==> config.mk <==
export PLATFORM = sky130hd
export DESIGN_NAME = pc060ha_slave_sequencer
export DESIGN_NICKNAME = d
export VERILOG_FILES = /design/src/rtl/pc060ha_slave_sequencer.sv
export SDC_FILE = /design/constraint.sdc
export NUM_CORES = 1
export LEC_CHECK = 0
export ABC_CLOCK_PERIOD_IN_PS = 2300
export BUFFER_PORTS_ARGS = -buffer_cell sky130_fd_sc_hd__buf_2
export CORE_ASPECT_RATIO = 0.8
export CORE_MARGIN = 2
export CORE_UTILIZATION = 35
export DETAILED_ROUTE_END_ITERATION = 7
export PLACE_DENSITY = 0.6
export REMOVE_ABC_BUFFERS = 1
export SLEW_MARGIN = 25
export SYNTH_ARGS = -nofsm -noshare
export SYNTH_HDL_FRONTEND = slang
export SYNTH_SLANG_ARGS = --single-unit
==> constraint.sdc <==
create_clock -name SCLK -period 2.3 [get_ports SCLK]
set_input_delay 0.345 -clock SCLK [delete_from_list [all_inputs] [get_ports SCLK]]
set_output_delay 0.345 -clock SCLK [all_outputs]
set_load 0.01 [all_outputs]
==> src/rtl/pc060ha_slave_sequencer.sv <==
// pc060ha_slave_sequencer
//   Drives the PC060HA slave (sound CPU) port from a request/ack command
//   interface. Each command writes the index register (SA0=0), then performs
//   one (nibble) or two (byte) data accesses (SA0=1). Byte transfers rely on
//   the chip auto-incrementing its index after every data access.
//
// Ports
//   SCLK        clock, rising edge
//   nRESET_BUF  asynchronous active-low reset; the deassertion edge is
//               expected to be SCLK-synchronous already (buffered reset)
//   nrout_i     PC060HA nROUT, asynchronous; synchronised here
//   req_i       command request, only looked at while idle
//   kind_i      00 nibble wr, 01 nibble rd, 10 byte wr, 11 byte rd
//   idx_i       register index (byte ops force idx[0]=0)
//   wdata_i     write data; byte ops send [3:0] then [7:4]
//   busy_o      command in progress (accept through ack cycle)
//   ack_o       one-cycle completion pulse
//   err_o       valid with ack: command aborted by chip reset
//   rdata_o     read result, updated at ack and held
//   nscs_o, nsrd_o, nswr_o, sa0_o, sd_o, sd_oe_o, sd_i : PC060HA slave bus
module pc060ha_slave_sequencer #(
    parameter int unsigned STROBE_CYCLES = 2,
    parameter int unsigned GAP_CYCLES    = 2
) (
    input  logic       SCLK,
    input  logic       nRESET_BUF,
    input  logic       nrout_i,
    input  logic       req_i,
    input  logic [1:0] kind_i,
    input  logic [2:0] idx_i,
    input  logic [7:0] wdata_i,
    output logic       busy_o,
    output logic       ack_o,
    output logic       err_o,
    output logic [7:0] rdata_o,
    output logic       nscs_o,
    output logic       nsrd_o,
    output logic       nswr_o,
    output logic       sa0_o,
    output logic [3:0] sd_o,
    output logic       sd_oe_o,
    input  logic [3:0] sd_i
);

    localparam int unsigned MaxCyc = (STROBE_CYCLES > GAP_CYCLES) ? STROBE_CYCLES : GAP_CYCLES;
    localparam int unsigned CntW   = (MaxCyc > 1) ? $clog2(MaxCyc) : 1;
    localparam logic [CntW-1:0] StbLast = CntW'(STROBE_CYCLES - 1);
    localparam logic [CntW-1:0] GapLast = CntW'(GAP_CYCLES - 1);

    typedef enum logic [2:0] {
        StIdle, StASet, StAStb, StAGap, StDSet, StDStb, StDGap, StDone
    } state_e;

    state_e          state_q, state_d;
    logic [CntW-1:0] cnt_q, cnt_d;
    logic [1:0]      kind_q, kind_d;
    logic [2:0]      idx_q, idx_d;
    logic [7:0]      wdata_q, wdata_d;
    logic            hi_q, hi_d;        // second (upper) nibble of a byte op
    logic [3:0]      rd_lo_q, rd_lo_d;
    logic [3:0]      rd_hi_q, rd_hi_d;
    logic [7:0]      rdata_q, rdata_d;
    logic            err_q, err_d;
    logic            nrout_s1_q, nrout_s2_q;

    logic            is_wr;
    logic [3:0]      cur_nib;

    assign is_wr   = ~kind_q[0];
    assign cur_nib = hi_q ? wdata_q[7:4] : wdata_q[3:0];

    always_ff @(posedge SCLK or negedge nRESET_BUF) begin
        if (!nRESET_BUF) begin
            state_q    <= StIdle;
            cnt_q      <= '0;
            kind_q     <= 2'b00;
            idx_q      <= 3'd0;
            wdata_q    <= 8'h00;
            hi_q       <= 1'b0;
            rd_lo_q    <= 4'h0;
            rd_hi_q    <= 4'h0;
            rdata_q    <= 8'h00;
            err_q      <= 1'b0;
            nrout_s1_q <= 1'b1;
            nrout_s2_q <= 1'b1;
        end else begin
            state_q    <= state_d;
            cnt_q      <= cnt_d;
            kind_q     <= kind_d;
            idx_q      <= idx_d;
            wdata_q    <= wdata_d;
            hi_q       <= hi_d;
            rd_lo_q    <= rd_lo_d;
            rd_hi_q    <= rd_hi_d;
            rdata_q    <= rdata_d;
            err_q      <= err_d;
            nrout_s1_q <= nrout_i;
            nrout_s2_q <= nrout_s1_q;
        end
    end

    // Next state and datapath.
    always_comb begin
        state_d = state_q;
        cnt_d   = cnt_q;
        kind_d  = kind_q;
        idx_d   = idx_q;
        wdata_d = wdata_q;
        hi_d    = hi_q;
        rd_lo_d = rd_lo_q;
        rd_hi_d = rd_hi_q;
        rdata_d = rdata_q;
        err_d   = err_q;

        unique case (state_q)
            StIdle: begin
                // Chip held in reset (nROUT low) holds off new commands.
                if (req_i && nrout_s2_q) begin
                    state_d = StASet;
                    kind_d  = kind_i;
                    idx_d   = kind_i[1] ? {idx_i[2:1], 1'b0} : idx_i;
                    wdata_d = wdata_i;
                    hi_d    = 1'b0;
                    err_d   = 1'b0;
                    cnt_d   = '0;
                end
            end
            StASet: begin
                state_d = StAStb;
                cnt_d   = '0;
            end
            StAStb: begin
                if (cnt_q == StbLast) begin
                    state_d = StAGap;
                    cnt_d   = '0;
                end else begin
                    cnt_d = cnt_q + 1'b1;
                end
            end
            StAGap: begin
                if (cnt_q == GapLast) begin
                    state_d = StDSet;
                    cnt_d   = '0;
                end else begin
                    cnt_d = cnt_q + 1'b1;
                end
            end
            StDSet: begin
                state_d = StDStb;
                cnt_d   = '0;
            end
            StDStb: begin
                if (cnt_q == StbLast) begin
                    // Read data is taken on the edge that ends the strobe.
                    if (!is_wr) begin
                        if (hi_q) rd_hi_d = sd_i;
                        else      rd_lo_d = sd_i;
                    end
                    state_d = StDGap;
                    cnt_d   = '0;
                end else begin
                    cnt_d = cnt_q + 1'b1;
                end
            end
            StDGap: begin
                if (cnt_q == GapLast) begin
                    cnt_d = '0;
                    if (kind_q[1] && !hi_q) begin
                        hi_d    = 1'b1;
                        state_d = StDSet;
                    end else begin
                        state_d = StDone;
                        if (!is_wr) begin
                            rdata_d = kind_q[1] ? {rd_hi_q, rd_lo_q} : {4'h0, rd_lo_q};
                        end
                    end
                end else begin
                    cnt_d = cnt_q + 1'b1;
                end
            end
            StDone: begin
                state_d = StIdle;
            end
            default: begin
                state_d = StIdle;
            end
        endcase

        // Chip reset aborts any bus activity; DONE then reports the error.
        if (state_q != StIdle && state_q != StDone && !nrout_s2_q) begin
            state_d = StDone;
            err_d   = 1'b1;
            cnt_d   = '0;
            rdata_d = rdata_q;
        end
    end

    // Bus outputs decoded from state; async reset forces StIdle, which
    // releases the bus immediately.
    always_comb begin
        nscs_o  = 1'b1;
        nsrd_o  = 1'b1;
        nswr_o  = 1'b1;
        sa0_o   = 1'b0;
        sd_o    = 4'h0;
        sd_oe_o = 1'b0;
        unique case (state_q)
            StASet, StAStb: begin
                nscs_o  = 1'b0;
                sd_oe_o = 1'b1;
                sd_o    = {1'b0, idx_q};
                nswr_o  = (state_q == StAStb) ? 1'b0 : 1'b1;
            end
            StDSet, StDStb: begin
                nscs_o = 1'b0;
                sa0_o  = 1'b1;
                if (is_wr) begin
                    sd_oe_o = 1'b1;
                    sd_o    = cur_nib;
                    nswr_o  = (state_q == StDStb) ? 1'b0 : 1'b1;
                end else begin
                    nsrd_o = (state_q == StDStb) ? 1'b0 : 1'b1;
                end
            end
            // sa0 stays high through the data gap so it never moves under nscs=0.
            StDGap: sa0_o = 1'b1;
            default: ;
        endcase
    end

    assign busy_o  = (state_q != StIdle);
    assign ack_o   = (state_q == StDone);
    assign err_o   = err_q;
    assign rdata_o = rdata_q;

endmodule

Word-level counts from Yosys, hierarchy flattened
Cells that the tools add are included.
{"block": "op_classes", "addsub": 1, "n_eq_ne": 16, "mux": 32, "bitwise": 3, "n_reduce_logical": 26}
{"cell": "3-bit case mux with 8 select lines", "n": 1}
{"cell": "3-bit two-way mux", "n": 6}
{"cell": "3-bit != test, second input constant", "n": 6}
{"cell": "1-bit two-way mux", "n": 16}
{"cell": "3-bit == test, second input constant", "n": 4}
{"cell": "4-bit AND reduction", "n": 3}
{"cell": "5-bit AND reduction", "n": 2}
{"cell": "4-bit two-way mux", "n": 2}
{"cell": "8-bit two-way mux", "n": 1}
{"cell": "4-bit case mux with 2 select lines", "n": 1}
{"cell": "4-bit OR reduction", "n": 2}
{"cell": "3-bit by 2-bit == test with 1-bit output, second input constant", "n": 2}
{"cell": "2-bit != test, second input constant", "n": 3}
{"cell": "1-bit case mux with 2 select lines", "n": 3}
{"cell": "2-bit AND reduction", "n": 3}
{"cell": "2-bit nonzero test", "n": 3}
{"cell": "2-bit OR reduction", "n": 3}
{"cell": "1-bit logical AND", "n": 4}
{"cell": "4-bit nonzero test", "n": 1}
{"cell": "3-bit by 1-bit == test with 1-bit output, second input constant", "n": 1}
{"cell": "3-bit logical NOT", "n": 1}
{"cell": "1-bit inverter", "n": 3}
{"cell": "1-bit case mux with 3 select lines", "n": 1}
{"cell": "3-bit nonzero test", "n": 1}
{"cell": "4 further kinds", "n": 5}
{"block": "totals", "reg_bits": 37, "in_bits": 21, "output_inout_bits": 20}

Depth between registers and ports, before layout
{"block": "logic_depth", "depth_word": 6, "depth_mapped": 7, "mapped_depth_nobuf": 4}

Least setup slack after synthesis
OpenSTA, ideal clock, no wires.
{"block": "synth_path", "path_kind": "register to register", "from": "reg state_q[0]", "to": "reg idx_q[1]", "arrival_ns": 1.562, "required_time_ns": 2.175, "slack_ns": 0.613, "path_stages_with_launch": 7, "period_less_slack_ns": 1.687, "cell_sequence": "dfrtp_1 > buf_6 > or3_4 > buf_6 > nor2_8 > buf_12 > mux2_4"}
{"block": "synth_between", "elab_chain_len": 2}
{"element": "start, declared", "line": "54", "source": "state_e state_q, state_d;"}
{"element": "start signal, assigned", "line": "74", "source": "state_q <= StIdle;"}
{"element": "start signal, assigned", "line": "87", "source": "state_q <= state_d;"}
{"element": "3-bit logical NOT", "line": "115", "source": "unique case (state_q)"}
{"element": "2-bit AND reduction (no source line)"}
{"element": "end signal, assigned", "line": "90", "source": "idx_q <= idx_d;"}
{"element": "end, declared", "line": "57", "source": "logic [2:0] idx_q, idx_d;"}
No other way between the ends.
A chain may end at the register's enable or synchronous reset.

Worst setup path in the final report
{"block": "layout_path", "from": "reg state_q[1]", "to": "out sd_o[1]"}
{"block": "layout_between", "elab_chain_len": 3, "word_cells_on_any_way": 7, "classes_between": "4 x eq/ne; 1 x mux; 2 x reduce/logical"}
{"element": "3-bit == test (tied with other cells)", "line": "207", "source": "unique case (state_q)"}
{"element": "2-bit OR reduction", "line": "207"}
{"element": "4-bit case mux with 2 select lines (*)", "line": "207"}
{"element": "end, declared", "line": "40", "source": "output logic [3:0] sd_o,"}
Every way passes the cells marked *; elsewhere a longest branch is shown, timed or not.

==> metrics.log <==
INFO  metric worst_slew_margin_relative_to_its_limit = 43.8%
INFO  metric setup_slack = 0.278 ns
INFO  metric clock-root-buffer = sky130_fd_sc_hd__clkbuf_8
INFO  metric worstSetupPathType = reg -> out
INFO  metric leakagePower = 1.03 nW
INFO  metric timing.critical_path.slowest_cell_delay = 0.50 ns
INFO  metric crit_path_end = sd_o[1]
INFO  metric tritoncts = yes
INFO  metric via_count_of_the_first_global_routing_pass = 1224
INFO  metric worst_r2r_startpoint = state_q[1]
INFO  metric clock_sink_count = 37
INFO  metric layout.core_utilization = 42.7%
INFO  metric rsz0062_at_grt = no
INFO  metric fin_cells = 258
INFO  metric viasPerCell = 4.97
INFO  metric nets = 216
INFO  metric route.final.wire_length = 3670 um
INFO  metric critical_path.reg2reg.endpoint = rd_lo_q[0]
INFO  metric ff2ff_path_depth = 3
INFO  metric synth.yosys.warnings = 0
INFO  metric yosys.cell_types.count = 31
INFO  metric avgRoutedWirePerCell = 14.2 um
INFO  metric dp_cells = 250
INFO  metric grt_start_max_net_pins = 38
INFO  metric crit_required = 1.96 ns
INFO  metric initial_utilization = 36.1%
INFO  metric die_area = 5690 um2
INFO  metric tritoncts.num_buffers = 5
INFO  metric seqPwrFrac = 42.9%
INFO  metric area.growth.synth_to_final = 18.3%
INFO  metric post-route-drc-count = 0
INFO  metric cp-end-kind = output port
INFO  metric first_pass_iters = 4
INFO  metric slew_at_the_pin_closest_to_its_max_slew_limit = 0.842 ns
INFO  metric drv_cap = 0
INFO  metric layout_cell_share_with_drive_strength_beyond_1 = 41.3%
INFO  metric flops_latches_synth = 37
INFO  metric all_layer_gr_usage = 14.0%
INFO  metric cts.repair.resized = 0
INFO  metric cp.depth = 3
INFO  metric rrSetupSlack = 0.51 ns
INFO  metric setup_viol = 0
INFO  metric timing.critical_path.fanout_max = 12
INFO  metric fp.coreArea = 4950 um2
INFO  metric timing_hold_violations_final = 0
INFO  metric layout_commonest_cell = sky130_fd_sc_hd__buf_2
INFO  metric detailedRoute.firstIterationViolations = 123
INFO  metric period_needed = 2.02 ns
INFO  metric p_comb_share = 38.3%
INFO  metric detail-route-antenna-nets = 0
INFO  metric clk_transition_reported_paths = 0.07 ns
INFO  metric finalWeightedCongestion = 0.827
INFO  metric synth.avg_cell_area = 11.4 um2
INFO  metric worstPathCellList = or3_1 > o21ai_0 > buf_2
INFO  metric skew = 0.00780 ns
INFO  metric worst_ir_drop_vdd = 0.547 mV
INFO  metric intPower = 1.70 mW
INFO  metric worst_hold_class = in -> async
INFO  metric dr_total_vias = 1281
INFO  metric detailedPlace.worstSlack = 0.535 ns
INFO  metric power.switching_fraction = 36.3%
INFO  metric layout_common_cells = 40 x sky130_fd_sc_hd__buf_2, 35 x sky130_fd_sc_hd__dfrtp_1, 16 x sky130_fd_sc_hd__o21ai_0
INFO  metric insertion_delay = 0.29 ns
INFO  metric chipHeight = 67.9 um
INFO  metric final.setup.tns = 0 ns
INFO  metric crit_buf_inv = 1
INFO  metric synthCells = 156
INFO  metric cellPowerDensity = 1260 nW/um2
INFO  metric mappedNetlistArea = 1790 um2
INFO  metric clock_power_share = 18.8%
INFO  metric portBuffers = 40
INFO  metric maximum_number_of_buffers_from_clock_root_to_sink = 2
INFO  metric critical_path.slowest_cell = sky130_fd_sc_hd__dfrtp_1
INFO  metric timing.critical_path.from_type = flip-flop
INFO  metric layout_worst_path_cycle_share = 87.9%
INFO  metric yosysTopAreaCellShare = 49.1%
INFO  metric power_switching = 970 uW
INFO  metric yosys-top-cells-area = sky130_fd_sc_hd__dfrtp_1 49%, sky130_fd_sc_hd__mux2_2 9.5%, sky130_fd_sc_hd__mux2_4 7.6%
INFO  metric antenna_found_initial = 0
INFO  metric ctsHoldBuffers = 0
INFO  metric critical_path_origin = state_q[1]
INFO  metric io_pins = 41
INFO  metric status = finished, final reports clean
INFO  metric final.hold.worst_slack = 0.153 ns
INFO  metric postCtsSetupRepairBufs = 0
INFO  metric die_width = 83.9 um
INFO  metric total_inserted_antenna_cells = 0
INFO  metric h-tree-depth = 2
INFO  metric worst-endpoint-arrival = 1.68 ns
INFO  metric std_cell_rows = 23
INFO  metric ys_seq_area_share = 52.0%
INFO  metric maxSlewViolCount = 0
INFO  metric dp.final_hpwl = 2600 um
INFO  metric max_freq = 495 MHz
INFO  metric post-synth-top-area-cell = sky130_fd_sc_hd__dfrtp_1
INFO  metric nFillCells = 518
INFO  metric grt_pass1_wl = 6050 um
INFO  metric grt_overflow = 0
INFO  metric family_of_cells_with_the_greatest_summed_delay_on_the_critical_path = flip-flops
power by group through the flow:
stage | clock network [mW] | registers, mW | logic, mW
after floorplan | 0 | 1.15 | 0.639
after global placement | 0 | 1.16 | 1.01
after detailed placement | 0 | 1.16 | 1.03
after CTS | 0.520 | 1.15 | 1.03
after global routing | 0.546 | 1.19 | 1.13
final | 0.502 | 1.15 | 1.02
worst min path at each step:
| stage | start | to | slack (ns) | cells after the start |
|---|---|---|---|---|
| finish | nRESET_BUF | rdata_o[7] | 0.15 | 1 |
| global route | nrout_i | nrout_s1_q | 0.14 | 1 |
| CTS | nrout_i | nrout_s1_q | 0.15 | 1 |
| detailed placement | nrout_s1_q | nrout_s2_q | 0.36 | 0 |
| global placement | nrout_s1_q | nrout_s2_q | 0.35 | 0 |
| floorplan | nRESET_BUF | cnt_q | 0.05 | 0 |
cells in the mapped netlist:
master / number
sky130_fd_sc_hd__dfrtp_1: 35
sky130_fd_sc_hd__o21ai_0: 16
sky130_fd_sc_hd__mux2_2: 15
sky130_fd_sc_hd__nand2_1: 12
sky130_fd_sc_hd__a21oi_1: 9
sky130_fd_sc_hd__mux2_4: 9
sky130_fd_sc_hd__inv_1: 8
sky130_fd_sc_hd__nand3_1: 7
sky130_fd_sc_hd__nor2_1: 6
sky130_fd_sc_hd__buf_2: 5
sky130_fd_sc_hd__mux2i_1: 4
sky130_fd_sc_hd__nand4_1: 3
sky130_fd_sc_hd__buf_1: 2
sky130_fd_sc_hd__buf_6: 2
sky130_fd_sc_hd__clkbuf_1: 2
sky130_fd_sc_hd__dfstp_2: 2
sky130_fd_sc_hd__nand3b_1: 2
sky130_fd_sc_hd__nor3_1: 2
sky130_fd_sc_hd__o221ai_1: 2
sky130_fd_sc_hd__o31ai_1: 2
sky130_fd_sc_hd__a21bo_2: 1
sky130_fd_sc_hd__a32oi_1: 1
sky130_fd_sc_hd__a41o_1: 1
sky130_fd_sc_hd__buf_12: 1
sky130_fd_sc_hd__nand2b_1: 1
sky130_fd_sc_hd__nand4b_1: 1
sky130_fd_sc_hd__nor2_8: 1
sky130_fd_sc_hd__nor2b_1: 1
sky130_fd_sc_hd__or3_1: 1
sky130_fd_sc_hd__or3_4: 1
sky130_fd_sc_hd__xnor2_1: 1
logic make-up after synthesis:
logic type	synth area share [%]
AOI/OAI and AO/OA	10.4
xor gates and xnor gates	0.491
buffers and inverters	6.31
DFF	52.0
muxes	19.3
and+or+nand+nor	11.5
flip-flops by register name, summed over array words and instances, names as in the netlist:
signal	count
idx_q	3
rd_lo_q	4
err_o	1
nrout_s1_q	1
rdata_o	8
state_q	3
rd_hi_q	4
hi_q	1
nrout_s2_q	1
wdata_q	8
kind_q	2
cnt_q	1
per-stage QoR:
stage,area (um2),power [mW]
2_1_floorplan,1700,1.79
3_3_place_gp,2010,2.17
3_5_place_dp,2010,2.18
4_1_cts,2110,2.70
5_1_grt,2110,2.87
6_report,2110,2.67
layout make-up:
cell class / count / area (um2) / share of cell area (%)
clock inverters: 1 / 5.00 / 0.237
clock buffers: 7 / 96.3 / 4.56
multi-input cells: 99 / 744 / 35.2
well taps: 62 / 77.6 / 3.67
inverters: 8 / 30.0 / 1.42
repair buffers: 44 / 230 / 10.9
flip-flops and latches: 37 / 928 / 44.0
per-layer routing:
metal	track usage, %	share of wire [%]	vias up
met5	0	0	-
met4	4.84	1.2	0
met3	4.70	5.2	5
met2	19.7	42	38
met1	20.0	51	617
li1	-	-	621
worst reg2reg max path: cells and delay by family, from the launching register on:
family           cells  cell delay [ns]
multiplexers         1             0.40
flip-flops           1             0.50
AND/OR/NAND/NOR      2             0.77
Power figures use the tool's default switching activity.
